<file path="src/rtl/pipe_ctrl_pkg.sv">
// Shared definitions for the decode-stage pipeline controller.
//   muldiv_state_t      : MUL/DIV sequencer state (idle / operation in flight)
//   DEFAULT_MUL_CYCLES  : launch-to-result latency of MULT/MULTU
//   DEFAULT_DIV_CYCLES  : launch-to-result latency of DIV/DIVU
package pipe_ctrl_pkg;

    typedef enum logic {MD_IDLE = 1'b0, MD_BUSY = 1'b1} muldiv_state_t;

    localparam int unsigned DEFAULT_MUL_CYCLES = 3;
    localparam int unsigned DEFAULT_DIV_CYCLES = 32;

endpackage

</file>
<file path="src/rtl/muldiv_seq_counter.sv">
// MUL/DIV sequencer: IDLE/BUSY FSM plus a load/decrement latency counter.
// Ports:
//   clk, rst  : clock, synchronous active-high reset
//   launch    : start an operation (honoured only in IDLE)
//   is_div    : selects the divide latency for the launch
//   abort     : drop any operation in flight, return to IDLE with counter cleared
//   busy      : operation in flight
//   done      : final busy cycle (suppressed on an abort cycle)
module muldiv_seq_counter
    import pipe_ctrl_pkg::*;
#(
    parameter int unsigned MUL_CYCLES = DEFAULT_MUL_CYCLES,
    parameter int unsigned DIV_CYCLES = DEFAULT_DIV_CYCLES
) (
    input  logic clk,
    input  logic rst,
    input  logic launch,
    input  logic is_div,
    input  logic abort,
    output logic busy,
    output logic done
);

    localparam int unsigned CNT_W = (DIV_CYCLES > 1) ? $clog2(DIV_CYCLES) : 1;
    localparam logic [CNT_W-1:0] MUL_LOAD = CNT_W'(MUL_CYCLES - 1);
    localparam logic [CNT_W-1:0] DIV_LOAD = CNT_W'(DIV_CYCLES - 1);

    muldiv_state_t    state_q, state_d;
    logic [CNT_W-1:0] cnt_q, cnt_d;

    always_ff @(posedge clk) begin
        if (rst) begin
            state_q <= MD_IDLE;
            cnt_q   <= '0;
        end else begin
            state_q <= state_d;
            cnt_q   <= cnt_d;
        end
    end

    always_comb begin
        state_d = state_q;
        cnt_d   = cnt_q;
        if (abort) begin
            state_d = MD_IDLE;
            cnt_d   = '0;
        end else begin
            case (state_q)
                MD_IDLE: begin
                    if (launch) begin
                        state_d = MD_BUSY;
                        cnt_d   = is_div ? DIV_LOAD : MUL_LOAD;
                    end
                end
                MD_BUSY: begin
                    if (cnt_q == '0) begin
                        state_d = MD_IDLE;
                    end else begin
                        cnt_d = cnt_q - 1'b1;
                    end
                end
                default: begin
                    state_d = MD_IDLE;
                    cnt_d   = '0;
                end
            endcase
        end
    end

    always_comb begin
        busy = (state_q == MD_BUSY);
        done = busy && (cnt_q == '0) && !abort;
    end

endmodule

</file>
<file path="src/rtl/pipeline_hazard_ctrl.sv">
// Decode-stage interlock and MUL/DIV sequencing controller for the five-stage pipe.
// Detects RAW hazards of the ID sources against EX/MEM destinations, sequences the
// multi-cycle MUL/DIV unit, stalls HI/LO consumers while it runs, and flushes the pipe
// (aborting MUL/DIV) on an exception.
// Build option: FORWARDING_EN -- when defined, bypass paths exist and only an EX-stage
// load-use hazard stalls; otherwise any EX or MEM RAW stalls.
// Ports:
//   clk, rst                         : clock, synchronous active-high reset
//   id_*                             : ID instruction sources and class
//   ex_*, mem_*                      : EX/MEM destination info (ex_mem_type marks loads)
//   exc_flush                        : exception committed in MEM
//   stall_if, stall_id, bubble_ex    : interlock controls
//   flush_all                        : squash IF/ID/EX
//   muldiv_start, muldiv_is_div      : launch pulse and operation select
//   muldiv_busy, muldiv_done         : MUL/DIV in flight / final busy cycle
`ifndef MEM_LOAD
// Normally provided by common.vh alongside the other memory-type encodings.
`define MEM_LOAD 2'b01
`endif

module pipeline_hazard_ctrl
    import pipe_ctrl_pkg::*;
#(
    parameter int unsigned MUL_CYCLES = DEFAULT_MUL_CYCLES,
    parameter int unsigned DIV_CYCLES = DEFAULT_DIV_CYCLES
) (
    input  logic       clk,
    input  logic       rst,
    input  logic       id_valid,
    input  logic [4:0] id_rs,
    input  logic [4:0] id_rt,
    input  logic       id_rs_used,
    input  logic       id_rt_used,
    input  logic       id_is_muldiv,
    input  logic       id_is_div,
    input  logic       id_reads_hilo,
    input  logic       ex_valid,
    input  logic       ex_wb_reg_en,
    input  logic [4:0] ex_wb_reg_dest,
    input  logic [1:0] ex_mem_type,
    input  logic       mem_valid,
    input  logic       mem_wb_reg_en,
    input  logic [4:0] mem_wb_reg_dest,
    input  logic       exc_flush,
    output logic       stall_if,
    output logic       stall_id,
    output logic       bubble_ex,
    output logic       flush_all,
    output logic       muldiv_start,
    output logic       muldiv_is_div,
    output logic       muldiv_busy,
    output logic       muldiv_done
);

    logic ex_raw, mem_raw, raw_stall, md_stall, launch, seq_busy, seq_done;

    // $0 is hard-wired, so a match on it is never a real dependency.
    always_comb begin
        ex_raw = id_valid && ex_valid && ex_wb_reg_en && (ex_wb_reg_dest != 5'd0) &&
                 ((id_rs_used && (id_rs == ex_wb_reg_dest)) ||
                  (id_rt_used && (id_rt == ex_wb_reg_dest)));
        mem_raw = id_valid && mem_valid && mem_wb_reg_en && (mem_wb_reg_dest != 5'd0) &&
                  ((id_rs_used && (id_rs == mem_wb_reg_dest)) ||
                   (id_rt_used && (id_rt == mem_wb_reg_dest)));
    end

`ifdef FORWARDING_EN
    // Bypass covers everything except a load whose data is not back until MEM ends.
    assign raw_stall = ex_raw && (ex_mem_type == `MEM_LOAD);
    logic unused_mem_raw;
    assign unused_mem_raw = mem_raw;
`else
    assign raw_stall = ex_raw || mem_raw;
    logic unused_mem_type;
    assign unused_mem_type = ^ex_mem_type;
`endif

    // A muldiv must also wait out the done cycle: it can only launch from IDLE.
    // HI/LO readers are released on the done cycle.
    assign md_stall = id_valid && seq_busy &&
                      (id_is_muldiv || (id_reads_hilo && !seq_done));

    assign launch = !seq_busy && id_valid && id_is_muldiv && !raw_stall && !exc_flush;

    muldiv_seq_counter #(
        .MUL_CYCLES (MUL_CYCLES),
        .DIV_CYCLES (DIV_CYCLES)
    ) u_seq (
        .clk    (clk),
        .rst    (rst),
        .launch (launch),
        .is_div (id_is_div),
        .abort  (exc_flush),
        .busy   (seq_busy),
        .done   (seq_done)
    );

    always_comb begin
        stall_if      = 1'b0;
        stall_id      = 1'b0;
        bubble_ex     = 1'b0;
        flush_all     = 1'b0;
        muldiv_start  = 1'b0;
        muldiv_is_div = 1'b0;
        muldiv_busy   = 1'b0;
        muldiv_done   = 1'b0;
        if (!rst) begin
            muldiv_busy = seq_busy;
            muldiv_done = seq_done;
            if (exc_flush) begin
                flush_all = 1'b1;
            end else begin
                stall_if      = raw_stall || md_stall;
                stall_id      = raw_stall || md_stall;
                bubble_ex     = raw_stall || md_stall;
                muldiv_start  = launch;
                muldiv_is_div = launch && id_is_div;
            end
        end
    end

endmodule

</file>
<file path="config.mk">
export PLATFORM = sky130hd
export DESIGN_NAME = pipeline_hazard_ctrl
export DESIGN_NICKNAME = d
export VERILOG_FILES = /design/src/rtl/pipe_ctrl_pkg.sv /design/src/rtl/muldiv_seq_counter.sv /design/src/rtl/pipeline_hazard_ctrl.sv
export SDC_FILE = /design/constraint.sdc
export NUM_CORES = 1
export LEC_CHECK = 0
export BUFFER_PORTS_ARGS = -buffer_cell sky130_fd_sc_hd__buf_2
export CORE_ASPECT_RATIO = 1.1
export CORE_MARGIN = 2
export CORE_UTILIZATION = 39
export DETAILED_ROUTE_END_ITERATION = 6
export GPL_TIMING_DRIVEN = 0
export PLACE_DENSITY = 0.74
export SYNTH_ARGS = -nofsm -noshare
export SYNTH_HDL_FRONTEND = slang
export SYNTH_SLANG_ARGS = --single-unit
export TNS_END_PERCENT = 50
</file>
<file path="constraint.sdc">
create_clock -name clk -period 1.5 [get_ports clk]
set_input_delay 0.075 -clock clk [delete_from_list [all_inputs] [get_ports clk]]
set_output_delay 0.075 -clock clk [all_outputs]
set_load 0.005 [all_outputs]
</file>
Word-level counts from Yosys, hierarchy flattened --
Cells that the tools add are included. Widths: inputs -> output; s select.
Word-level totals: bits in registers 6, logic and storage cells 63, output and inout bits 8, bits of input ports 35
Operators by class: bitwise operators 1, reductions and logical operators 36, equal/unequal tests 6, muxes and demuxes 17, $add $sub $neg 1
Operators with widths (count):
- $logic_and 1x1->1 | 22
- $eq 5x5->1 | 4
- $mux 5 | 3
- $mux 1 | 12
- $pmux 5 s2 | 1
- $reduce_bool 5->1 | 2
- $logic_not 5->1 | 1
- $logic_or 1x1->1 | 5
- $sub 5x1->5 const B | 1
- $logic_not 1->1 | 4
- $ne 2x2->1 const B | 2
- $pmux 1 s2 | 1
- $reduce_and 2->1 | 1
- $reduce_or 2->1 | 1
- $not 1->1 | 1

Depth between registers and ports, before layout --
Gate-level depths: netlist (run 1).
depth in word-level cells 11, mapped depth 7, depth with buffers taken out 7

Cells and area by module --
Synthesis (run 1) repeated with hierarchy kept, for this count alone.
Second synthesis, totals: cell total of the unflattened synthesis 88, area total of the unflattened synthesis 711.9 um2
Modules (own cells, without submodules):
- pipeline_hazard_ctrl | times used 1, seq. area each 0.0 um2, cells each 48, area each 362.8 um2
- muldiv_seq_counter | times used 1, seq. area each 120.1 um2, cells each 40, area each 349.1 um2

Least setup slack after synthesis (run 1) --
OpenSTA, ideal clock, no wires.
path kind register -> output, start reg u_seq.cnt_q[2], end out stall_id, setup slack -0.041 ns, arrival time 1.466 ns, cell stages (with the launch flop) 7, cells stage by stage dfxtp_1 > nor4_1 > nand2_1 > o21a_1 > o211ai_1 > a21oi_1 > buf_4
Between the ends: longest elaborated chain between the ends 10
RTL lines:
- from (decl) | line muldiv_seq_counter.sv:29 | logic [CNT_W-1:0] cnt_q, cnt_d;
- from (signal assigned) | line muldiv_seq_counter.sv:37 | cnt_q <= cnt_d;
- $logic_not 5->1 | line muldiv_seq_counter.sv:72 | done = busy && (cnt_q == '0) && !abort;
- $logic_and 1x1->1 (2 in series) | line muldiv_seq_counter.sv:72
- $logic_not 1->1 | line pipeline_hazard_ctrl.sv:81 | (id_is_muldiv || (id_reads_hilo && !seq_done));
- $logic_and 1x1->1 | line pipeline_hazard_ctrl.sv:81
- $logic_or 1x1->1 | line pipeline_hazard_ctrl.sv:81
- $logic_and 1x1->1 | line pipeline_hazard_ctrl.sv:80 | assign md_stall = id_valid && seq_busy &&
- $logic_or 1x1->1
- $mux 1 (2 in series)
- to (decl) | line pipeline_hazard_ctrl.sv:46 | output logic stall_id,
No other way between the ends.

Worst setup path after layout (run 1) --
start reg u_seq.cnt_q[2], end out stall_id
Between the ends: longest elaborated chain between the ends 10
RTL lines:
- $logic_not 5->1 | line muldiv_seq_counter.sv:72
- $logic_and 1x1->1 (2 in series) | line muldiv_seq_counter.sv:72
- $logic_not 1->1 | line pipeline_hazard_ctrl.sv:81
- $logic_and 1x1->1 | line pipeline_hazard_ctrl.sv:81
- $logic_or 1x1->1 | line pipeline_hazard_ctrl.sv:81
- $logic_and 1x1->1 | line pipeline_hazard_ctrl.sv:80
- $logic_or 1x1->1 | line pipeline_hazard_ctrl.sv:114 | stall_id = raw_stall || md_stall;
- $mux 1 | line pipeline_hazard_ctrl.sv:110 | if (exc_flush) begin
- $mux 1 | line pipeline_hazard_ctrl.sv:107 | if (!rst) begin
No other way between the ends.

==> results of run 1 <==
[state kept, by name, summed over array words and instances (netlist names)]
signal       cells
u_seq.cnt_q      5
u_seq.busy       1
[cells by family (layout without fill, tap and decap cells)]
kind of cell / count (synthesis) / in the layout / synth area share (%)
and+or+nand+nor: 36 / 36 / 24.51
xor gates and xnor gates: 22 / 22 / 25.33
AOI/OAI and AO/OA: 21 / 21 / 24.18
buffers and inverters: 9 / 58 / 5.426
DFF: 6 / 6 / 15.79
adders and majority gates: 2 / 2 / 3.289
muxes: 1 / 1 / 1.480
[final timing paths]
check,endpoint,slack (ps),depth (start not counted)
max,stall_id,-280,7
min,u_seq.busy,170,3
max reg2reg,u_seq.cnt_q[2],-30,8
min reg2reg,u_seq.cnt_q[1],520,1
[power by group]
| group | switching, mW | internal (mW) | total [mW] | leakage, nW |
|---|---|---|---|---|
| Clock | 0.0613 | 0.0907 | 0.152 | 0.0138 |
| Sequential | 0.00636 | 0.164 | 0.170 | 0.0513 |
| Combinational | 0.107 | 0.108 | 0.215 | 0.425 |
| Total | 0.174 | 0.363 | 0.537 | 0.490 |
[placed cells by master (no fill, tap or decap), types with 2 or more instances in the layout]
cell / Yosys / routed
xnor2_1: 22 / 22
buf_4: 2 / 7
nand3_1: 4 / 4
dfxtp_2: 0 / 4
nand4_1: 4 / 4
o311a_1: 2 / 2
buf_6: 0 / 2
clkbuf_4: 0 / 3
nand2_1: 8 / 6
nor3_2: 0 / 2
a21oi_1: 6 / 5
o22ai_2: 2 / 2
nor2_1: 10 / 10
a31o_1: 2 / 2
buf_2: 0 / 39
inv_1: 5 / 4
nand2_2: 0 / 2
[metrics by stage]
step | utilization, % | power [mW] | setup TNS [ps] | setup slack (ps)
after CTS | 58.89 | 0.5370 | -912.2 | -343.5
after floorplan | - | 0.2869 | 0 | 2.012
final | 61.88 | 0.5368 | -851.9 | -284.7
after global placement | 54.93 | 0.3684 | -514.4 | -196.0
after global routing | 61.88 | 0.5672 | -1483 | -388.3
after detailed placement | 54.93 | 0.3742 | -717.0 | -246.1
[routing by layer]
metal,global-route usage (%),vias up
met4,8.571,0
li1,-,446
met2,34.03,36
met1,21.93,386
met5,0,-
met3,3.237,6
[layout make-up]
| cell class | count | area share (%) |
|---|---|---|
| inverter | 5 | 1.908 |
| buffer | 4 | 2.020 |
| sequential | 6 | 11.56 |
| tap | 18 | 2.020 |
| timing repair buffer | 46 | 22.90 |
| clock buffer | 3 | 2.020 |
| multi-input combinational | 82 | 57.58 |
[timing repair]
item	4_1_cts	5_1_grt
setup endpoints to repair	6	9
setup buffers	3	3
resized for setup	8	10
hold endpoints to repair	0	0
pin swaps	4	4
[worst max-delay path, cell delays in order, from the launching register on]
cell and delay (ps):
dfxtp_4 350, nor4_4 310, nand2_2 100, o21a_1 180, o211ai_1 180, a21oi_2 100
buf_4 140, buf_2 110
==> impl_metrics.prom, run 1 <==
# TYPE chip_impl_metric gauge
chip_impl_metric{name="period_utilization",unit="%"} 119.0
chip_impl_metric{name="wirelength",unit="um"} 2232
chip_impl_metric{name="routedWlPerCell",unit="um"} 13.61
chip_impl_metric{name="maximum_achievable_frequency",unit="MHz"} 560.3
chip_impl_metric{name="syn-num-nets",unit=""} 134
chip_impl_metric{name="post-route-drc-count",unit=""} 0
chip_impl_info{name="post_synth_main_area_contributors",value="xnor2_1, dfxtp_1, nor2_1"} 1
chip_impl_metric{name="grt_antenna_before_repair",unit=""} 0
chip_impl_metric{name="io_buffer_count",unit=""} 40
chip_impl_metric{name="design.final.nets",unit=""} 185
chip_impl_metric{name="cts_hold_repair.buffers",unit=""} 0
chip_impl_info{name="dr.max_layer_used",value="met4"} 1
chip_impl_metric{name="clkTransAtPathRegs",unit="ps"} 50
chip_impl_info{name="hp-start",value="rst"} 1
chip_impl_metric{name="ant_nets",unit=""} 0
chip_impl_metric{name="worst_hold_slack",unit="ps"} 166.5
chip_impl_metric{name="power_density_over_the_cells",unit="nW/um^2"} 481.5
chip_impl_info{name="timing.rr.start",value="u_seq.cnt_q[0]"} 1
chip_impl_info{name="ys.flop_type",value="dfxtp_1"} 1
chip_impl_metric{name="met2WireLength",unit="um"} 1117
chip_impl_info{name="rsz_0062_raised_after_global_routing",value="true"} 1
chip_impl_metric{name="regArea",unit="um^2"} 128.9
chip_impl_metric{name="design.die.area",unit="um^2"} 2320
chip_impl_metric{name="final_layout_size_suffix_gt1_share",unit="%"} 51.37
chip_impl_metric{name="die_x",unit="um"} 46.11
chip_impl_metric{name="numClockSinks",unit=""} 6
chip_impl_metric{name="worst_ep_arrival_time",unit="ps"} 1710
chip_impl_info{name="synth.most_common_cell",value="xnor2_1"} 1
chip_impl_metric{name="fillers",unit=""} 156
chip_impl_metric{name="via_per_inst",unit=""} 5.329
chip_impl_metric{name="syn-cell-area",unit="um^2"} 760.7
chip_impl_metric{name="grt_first_pass_wirelength",unit="um"} 3367
chip_impl_metric{name="detailedPlacementHpwl",unit="um"} 1768
chip_impl_metric{name="register_area_share_after_synthesis",unit="%"} 15.79
chip_impl_metric{name="number_of_standard_cells_in_the_final_layout_excluding_fillers",unit=""} 164
chip_impl_info{name="hold_path_class",value="input port to register"} 1
chip_impl_metric{name="wirelength_met1",unit="um"} 924
chip_impl_info{name="kind_of_end_point_of_the_critical_path",value="output pin"} 1
chip_impl_metric{name="detailroute.via_count",unit=""} 874
chip_impl_metric{name="async_flop_share",unit="%"} 0
chip_impl_metric{name="post-route-cell-area",unit="um^2"} 1115
chip_impl_metric{name="report.final.hold_viol_count",unit=""} 0
chip_impl_metric{name="rows",unit=""} 16
chip_impl_metric{name="tritoncts.num_buffers",unit=""} 3
chip_impl_metric{name="coreArea",unit="um^2"} 1802
chip_impl_info{name="failed_checks",value="negative setup slack"} 1
chip_impl_metric{name="timing.final.ws_setup",unit="ps"} -284.7
chip_impl_metric{name="grt_pass1_vias",unit=""} 828
chip_impl_metric{name="clock_insertion_delay_worst_skew",unit="ps"} 250
chip_impl_metric{name="synth-seq-cells",unit=""} 6
chip_impl_metric{name="globalplace.congestion",unit=""} 0.8740
chip_impl_metric{name="final_period_minus_worst_setup_slack",unit="ps"} 1785
chip_impl_metric{name="globalRoute.totalOverflow",unit=""} 0
chip_impl_info{name="synth_top_cells_by_count",value="xnor2_1, nor2_1, nand2_1"} 1
chip_impl_metric{name="placed_cells",unit=""} 155
chip_impl_info{name="cts_tree",value="built"} 1
chip_impl_metric{name="maximum_number_of_pins_on_one_net_before_global_route_repair",unit=""} 11
chip_impl_metric{name="final-max-slew-violation-count",unit=""} 0
chip_impl_metric{name="post_synth_inst_count",unit=""} 97
chip_impl_metric{name="critPathMaxFanout",unit=""} 3
chip_impl_metric{name="num_io_pins",unit=""} 43
chip_impl_metric{name="grtUsageTotal",unit="%"} 19.42
chip_impl_metric{name="routed-wl-met3",unit="um"} 134
chip_impl_metric{name="cap_violations",unit=""} 0
chip_impl_metric{name="drtIter0Drc",unit=""} 6
chip_impl_metric{name="n_antenna_cell",unit=""} 0
chip_impl_metric{name="h-tree-depth",unit=""} 1
chip_impl_metric{name="finalClockSkew",unit="ps"} 10.28
chip_impl_info{name="worstSetupStartpointType",value="register"} 1
chip_impl_metric{name="flow.area_growth_from_synthesis",unit="%"} 46.55
chip_impl_metric{name="setup-violations-final",unit=""} 6
chip_impl_metric{name="yosys.cell_types.count",unit=""} 32
chip_impl_metric{name="iteration_count_of_the_initial_detailed_routing_pass",unit=""} 4
chip_impl_metric{name="post_dp_cell_area",unit="um^2"} 989.7
chip_impl_metric{name="cp_data_required_time",unit="ps"} 1420
chip_impl_info{name="clk_root_buffer_cell",value="clkbuf_4"} 1
chip_impl_metric{name="cellLeakagePower",unit="nW"} 0.4900
chip_impl_metric{name="start_util",unit="%"} 42.22
chip_impl_info{name="biggest_area_consumer_among_synthesized_cells",value="xnor2_1"} 1
chip_impl_metric{name="worst_slew_margin_rel",unit="%"} 71.66
chip_impl_info{name="result_of_the_run",value="finished with violations"} 1
chip_impl_metric{name="syn_area_per_cell",unit="um^2"} 7.843
chip_impl_info{name="crit_start",value="u_seq.cnt_q[2]"} 1
chip_impl_metric{name="synth_warnings",unit=""} 0
chip_impl_metric{name="synth_top_area_share",unit="%"} 25.33
chip_impl_metric{name="peakVddDrop",unit="mV"} 0.3733
chip_impl_metric{name="timing_worst_slew_pin_value",unit="ps"} 425.0
chip_impl_metric{name="fp.dieH",unit="um"} 50.32
chip_impl_info{name="worstSetupPathType",value="register to output pin"} 1
chip_impl_metric{name="synth_edf_count",unit=""} 0
chip_impl_metric{name="area_occupied_by_multi_input_gates",unit="um^2"} 641.9
chip_impl_metric{name="cts_max_path_buffers",unit=""} 2
Note: power is estimated with default switching activity, not from simulation.
==> inputs of run 2 (changes only) <==
SETUP_SLACK_MARGIN = 0.3   (was unset)
==> impl_metrics.prom, run 2 (synthesized netlist as in run 1, its figures left out) <==
# TYPE chip_impl_metric gauge
chip_impl_info{name="failed_checks",value="negative setup slack"} 1
chip_impl_info{name="rsz_0062_raised_after_global_routing",value="true"} 1
chip_impl_metric{name="maximum_number_of_pins_on_one_net_before_global_route_repair",unit=""} 11
chip_impl_metric{name="flow.area_growth_from_synthesis",unit="%"} 81.58
chip_impl_metric{name="n_antenna_cell",unit=""} 0
chip_impl_metric{name="worst_slew_margin_rel",unit="%"} 78.27
chip_impl_metric{name="num_io_pins",unit=""} 43
chip_impl_metric{name="cellLeakagePower",unit="nW"} 0.6045
chip_impl_metric{name="drtIter0Drc",unit=""} 13
chip_impl_metric{name="largest_register_ffs",unit=""} 5
chip_impl_metric{name="start_util",unit="%"} 42.22
chip_impl_metric{name="post_dp_cell_area",unit="um^2"} 1012
chip_impl_metric{name="final_layout_size_suffix_gt1_share",unit="%"} 62.25
chip_impl_metric{name="timing_worst_slew_pin_value",unit="ps"} 325.9
chip_impl_info{name="worstSetupPathType",value="register to output pin"} 1
chip_impl_metric{name="routedWlPerCell",unit="um"} 15.85
chip_impl_metric{name="post-route-drc-count",unit=""} 0
chip_impl_info{name="hold_path_class",value="input port to register"} 1
chip_impl_metric{name="numClockSinks",unit=""} 6
chip_impl_metric{name="period_utilization",unit="%"} 120.6
chip_impl_metric{name="timing.final.ws_setup",unit="ps"} -308.8
chip_impl_metric{name="report.final.hold_viol_count",unit=""} 0
chip_impl_metric{name="cp_data_required_time",unit="ps"} 1420
chip_impl_metric{name="peakVddDrop",unit="mV"} 0.5515
chip_impl_metric{name="setup-violations-final",unit=""} 7
chip_impl_info{name="cts_tree",value="built"} 1
chip_impl_info{name="result_of_the_run",value="finished with violations"} 1
chip_impl_metric{name="critPathMaxFanout",unit=""} 3
chip_impl_metric{name="clock_insertion_delay_worst_skew",unit="ps"} 250
chip_impl_metric{name="coreArea",unit="um^2"} 1802
chip_impl_metric{name="layout.core_utilization",unit="%"} 76.67
chip_impl_metric{name="grtUsageTotal",unit="%"} 24.89
chip_impl_metric{name="globalRoute.totalOverflow",unit=""} 0
chip_impl_metric{name="die_x",unit="um"} 46.11
chip_impl_metric{name="design.die.area",unit="um^2"} 2320
chip_impl_metric{name="clkTransAtPathRegs",unit="ps"} 50
chip_impl_info{name="kind_of_end_point_of_the_critical_path",value="output pin"} 1
chip_impl_metric{name="worst_hold_slack",unit="ps"} 162.9
chip_impl_metric{name="grt_pass1_vias",unit=""} 957
chip_impl_metric{name="placed_cells",unit=""} 155
chip_impl_info{name="largest-register",value="u_seq.cnt_q"} 1
chip_impl_info{name="worstSetupStartpointType",value="register"} 1
chip_impl_metric{name="critical-path-max-stage-delay",unit="ps"} 350
chip_impl_metric{name="maximum_achievable_frequency",unit="MHz"} 552.8
chip_impl_info{name="timing.critical_path.max_delay_family",value="compound AO/OA/AOI/OAI gates"} 1
chip_impl_metric{name="design.final.nets",unit=""} 189
chip_impl_metric{name="cts_max_path_buffers",unit=""} 2
chip_impl_metric{name="number_of_standard_cells_in_the_final_layout_excluding_fillers",unit=""} 169
chip_impl_metric{name="cap_violations",unit=""} 0
chip_impl_metric{name="ant_nets",unit=""} 0
chip_impl_metric{name="power_density_over_the_cells",unit="nW/um^2"} 461.5
chip_impl_metric{name="post-route-cell-area",unit="um^2"} 1381
chip_impl_metric{name="final_period_minus_worst_setup_slack",unit="ps"} 1809
chip_impl_metric{name="cp_num_buf_inv",unit=""} 2
chip_impl_metric{name="grt_first_pass_wirelength",unit="um"} 4174
chip_impl_metric{name="worst_ep_arrival_time",unit="ps"} 1730
chip_impl_metric{name="detailedPlacementHpwl",unit="um"} 1738
chip_impl_metric{name="via_per_inst",unit=""} 5.734
chip_impl_info{name="clk_root_buffer_cell",value="clkbuf_4"} 1
chip_impl_metric{name="globalplace.congestion",unit=""} 0.8371
chip_impl_metric{name="fp.dieH",unit="um"} 50.32
chip_impl_metric{name="finalClockSkew",unit="ps"} 2.909
chip_impl_metric{name="tritoncts.num_buffers",unit=""} 3
chip_impl_info{name="critical_path.cell_chain",value="nor4_4, nand2_2, o21a_1, o211ai_1, a21oi_2, buf_4, buf_2"} 1
chip_impl_metric{name="detailroute.via_count",unit=""} 969
chip_impl_info{name="mostFrequentLayoutCell",value="buf_2"} 1
chip_impl_metric{name="iteration_count_of_the_initial_detailed_routing_pass",unit=""} 5
chip_impl_info{name="layout_common_cells",value="buf_2, xnor2_1, buf_6"} 1
chip_impl_metric{name="final-max-slew-violation-count",unit=""} 0
chip_impl_metric{name="grt_antenna_before_repair",unit=""} 0
chip_impl_metric{name="r2r_setup_slack",unit="ps"} -80
chip_impl_metric{name="rows",unit=""} 16
chip_impl_info{name="cp_slowest_cell",value="dfxtp_4"} 1
chip_impl_metric{name="h-tree-depth",unit=""} 1
chip_impl_metric{name="wirelength",unit="um"} 2678
chip_impl_metric{name="io_buffer_count",unit=""} 40
## run 2: changes by cell type in the layout (fill, tap and decap cells not counted), sizes merged
cell | previous run | this run
clkbuf | 4 | 5
buf | 49 | 53
## run 2: tightest hold or removal path, stage by stage
cell and delay, ps:
buf_2 110, nor2_1 70, o211a_1 120
## run 2: per-layer routing
layer / wire, um / vias to the layer above / track usage (%)
li1: - / 455 / -
met1: 966 / 456 / 23.96
met5: 0 / - / 0
met2: 1454 / 50 / 46.76
met4: 91 / 0 / 14.29
met3: 166 / 8 / 3.597
## run 2: through the flow
step | worst slack [ps] | TNS (ps) | total power, mW
after floorplan | 65.57 | 0 | 0.2883
after global placement | -117.6 | -234.6 | 0.3694
after detailed placement | -144.2 | -393.8 | 0.3758
after CTS | -315.9 | -891.3 | 0.6116
after global routing | -412.9 | -1708 | 0.6763
final | -308.8 | -1147 | 0.6375
## run 2: timing repair
| action | 4_1_cts | 5_1_grt |
|---|---|---|
| cloned | 0 | 0 |
| gates resized for setup | 46 | 16 |
| buffers inserted | 9 | 1 |
| pin swaps | 21 | 7 |
| setup endpoints to repair | 11 | 12 |
| hold buffers | 0 | 0 |
## run 2: area by class of cell
class	count	area, um^2
repair buffers	50	381.6
fillers	132	420.4
inverters	5	18.77
multi-input cells	82	779.5
clock buffers	4	26.28
flip-flops and latches	6	128.9
plain buffers	4	23.77
well taps	18	22.52
## run 2: path summary, 6_finish.rpt
kind / from / end / cells after the start
worst min register to register: u_seq.cnt_q[1] / u_seq.cnt_q[1] / 2
worst min-delay path: rst / u_seq.busy / 3
worst max-delay path: u_seq.cnt_q[2] / stall_id / 7
worst max register to register: u_seq.cnt_q[2] / u_seq.cnt_q[1] / 7
## run 2: where the power goes
part | switching, mW | total, mW | leakage [nW] | internal [mW]
clock | 0.0668 | 0.168 | 0.0150 | 0.101
sequential | 0.00574 | 0.169 | 0.0513 | 0.164
combinational | 0.139 | 0.300 | 0.538 | 0.161
==> inputs of run 3 (changes only) <==
==> constraint.sdc (replaced) <==
create_clock -name clk -period 1.5 [get_ports clk]
set_input_delay 0.3 -clock clk [delete_from_list [all_inputs] [get_ports clk]]
set_output_delay 0.3 -clock clk [all_outputs]
set_load 0.01 [all_outputs]
==> impl_metrics.prom, run 3 (synthesized netlist as in run 1, its figures left out) <==
# TYPE chip_impl_metric gauge
chip_impl_info{name="result_of_the_run",value="finished with violations"} 1
chip_impl_info{name="failed_checks",value="negative setup slack"} 1
chip_impl_metric{name="routedWlPerCell",unit="um"} 14.72
chip_impl_metric{name="grtUsageTotal",unit="%"} 22.35
chip_impl_metric{name="layout.core_utilization",unit="%"} 70.83
chip_impl_metric{name="design.die.area",unit="um^2"} 2320
chip_impl_info{name="layout_common_cells",value="buf_2, xnor2_1, buf_6"} 1
chip_impl_metric{name="worst_slew_margin_rel",unit="%"} 76.48
chip_impl_metric{name="globalRoute.totalOverflow",unit=""} 0
chip_impl_metric{name="peakVddDrop",unit="mV"} 0.4557
chip_impl_metric{name="post_dp_cell_area",unit="um^2"} 1032
chip_impl_metric{name="cp_data_required_time",unit="ps"} 1200
chip_impl_info{name="largest-register",value="u_seq.cnt_q"} 1
chip_impl_metric{name="area_occupied_by_multi_input_gates",unit="um^2"} 695.7
chip_impl_metric{name="globalplace.congestion",unit=""} 0.8547
chip_impl_metric{name="grt_pass1_vias",unit=""} 936
chip_impl_metric{name="start_util",unit="%"} 42.22
chip_impl_metric{name="period_utilization",unit="%"} 135.9
chip_impl_metric{name="report.final.hold_viol_count",unit=""} 0
chip_impl_metric{name="coreArea",unit="um^2"} 1802
chip_impl_metric{name="final-max-slew-violation-count",unit=""} 0
chip_impl_info{name="worstSetupPathType",value="register to output pin"} 1
chip_impl_info{name="rsz_0062_raised_after_global_routing",value="true"} 1
chip_impl_metric{name="grt_first_pass_wirelength",unit="um"} 3739
chip_impl_metric{name="wirelength",unit="um"} 2458
chip_impl_metric{name="drtIter0Drc",unit=""} 13
chip_impl_metric{name="detailroute.via_count",unit=""} 945
chip_impl_metric{name="worst_ep_arrival_time",unit="ps"} 1740
chip_impl_info{name="worstSetupStartpointType",value="register"} 1
chip_impl_info{name="cts_tree",value="built"} 1
chip_impl_info{name="hold_path_class",value="input port to register"} 1
chip_impl_metric{name="finalClockSkew",unit="ps"} 3.043
chip_impl_metric{name="die_x",unit="um"} 46.11
chip_impl_metric{name="cellLeakagePower",unit="nW"} 0.5770
chip_impl_metric{name="grt_antenna_before_repair",unit=""} 0
chip_impl_metric{name="tritoncts.num_buffers",unit=""} 3
chip_impl_metric{name="design.final.nets",unit=""} 187
chip_impl_metric{name="h-tree-depth",unit=""} 1
chip_impl_metric{name="io_buffer_count",unit=""} 40
chip_impl_metric{name="flow.area_growth_from_synthesis",unit="%"} 67.76
chip_impl_metric{name="via_per_inst",unit=""} 5.659
chip_impl_metric{name="regArea",unit="um^2"} 128.9
chip_impl_metric{name="cap_violations",unit=""} 0
chip_impl_metric{name="power_density_over_the_cells",unit="nW/um^2"} 475.3
chip_impl_metric{name="fp.dieH",unit="um"} 50.32
chip_impl_metric{name="post-route-cell-area",unit="um^2"} 1276
chip_impl_metric{name="detailedPlacementHpwl",unit="um"} 1757
chip_impl_metric{name="maximum_achievable_frequency",unit="MHz"} 490.4
chip_impl_metric{name="numClockSinks",unit=""} 6
chip_impl_metric{name="rows",unit=""} 16
chip_impl_metric{name="timing.final.ws_setup",unit="ps"} -539.2
chip_impl_info{name="clk_root_buffer_cell",value="clkbuf_4"} 1
chip_impl_metric{name="clock_insertion_delay_worst_skew",unit="ps"} 250
chip_impl_metric{name="setup-violations-final",unit=""} 10
chip_impl_metric{name="final_layout_size_suffix_gt1_share",unit="%"} 53.69
chip_impl_metric{name="largest_register_ffs",unit=""} 5
chip_impl_metric{name="n_antenna_cell",unit=""} 0
chip_impl_metric{name="timing_worst_slew_pin_value",unit="ps"} 352.9
chip_impl_metric{name="ant_nets",unit=""} 0
chip_impl_metric{name="critPathMaxFanout",unit=""} 4
chip_impl_metric{name="final_period_minus_worst_setup_slack",unit="ps"} 2039
chip_impl_metric{name="iteration_count_of_the_initial_detailed_routing_pass",unit=""} 4
chip_impl_metric{name="post-route-drc-count",unit=""} 0
chip_impl_metric{name="final_layout_setup_total_negative_slack",unit="ps"} -3123
chip_impl_info{name="mostFrequentLayoutCell",value="buf_2"} 1
chip_impl_metric{name="clkTransAtPathRegs",unit="ps"} 50
chip_impl_metric{name="cts_max_path_buffers",unit=""} 2
chip_impl_metric{name="maximum_number_of_pins_on_one_net_before_global_route_repair",unit=""} 11
chip_impl_metric{name="cts_hold_repair.buffers",unit=""} 0
chip_impl_metric{name="num_io_pins",unit=""} 43
chip_impl_info{name="kind_of_end_point_of_the_critical_path",value="output pin"} 1
chip_impl_metric{name="fillers",unit=""} 152
run 3: repair_timing:
action	4_1_cts	5_1_grt
endpoints found under the setup margin	13	13
pin swaps	12	2
gates resized for setup	37	5
setup buffers	7	1
run 3: per-stage QoR:
step	worst slack, ps	total power [mW]	hold WS, ps	instances
6_report	-539.2	0.6065	391.9	167
5_1_grt	-623.2	0.6384	406.5	167
4_1_cts	-539.1	0.6010	386.2	166
3_5_place_dp	-381.1	0.3846	543.4	155
3_3_place_gp	-363.7	0.3788	526.8	155
2_1_floorplan	-189.1	0.2949	496.1	97
run 3: metal layers:
metal | track usage, % | vias up | part of all wire (%) | wire length, um
met3 | 2.518 | 16 | 6.4 | 158
met1 | 19.61 | 428 | 34 | 844
met2 | 43.98 | 46 | 55 | 1342
met4 | 13.81 | 0 | 4.6 | 113
li1 | - | 455 | - | -
met5 | 0 | - | 0 | 0
run 3: final timing paths:
kind                       start  slack [ps]             end  cells after the start
setup / recovery  u_seq.cnt_q[3]        -540        stall_id                      7
hold / removal               rst         390      u_seq.busy                      3
setup reg to reg  u_seq.cnt_q[0]        -330  u_seq.cnt_q[2]                      9
hold reg to reg   u_seq.cnt_q[1]         520  u_seq.cnt_q[1]                      1
run 3: final cells by class:
class                   count  share of cell area [%]
multi-input cells          82                   54.51
repair buffers             48                   28.24
flip-flops and latches      6                   10.10
clock buffers               4                   2.059
plain buffers               4                   1.863
well taps                  18                   1.765
inverters                   5                   1.471
run 3: where the power goes:
| part | switching, mW | total (mW) | internal (mW) |
|---|---|---|---|
| combinational | 0.120 | 0.269 | 0.149 |
| clock | 0.0684 | 0.170 | 0.101 |
| sequential | 0.00615 | 0.168 | 0.162 |
| total | 0.194 | 0.607 | 0.412 |
run 3: worst max-delay path, cell delays in order (launching register included):
cell and delay (ps):
dfxtp_1 350, nor4_4 300, nand2_2 110, o21a_1 180, o211ai_1 190, a21oi_2 100, buf_4 140, buf_2 130
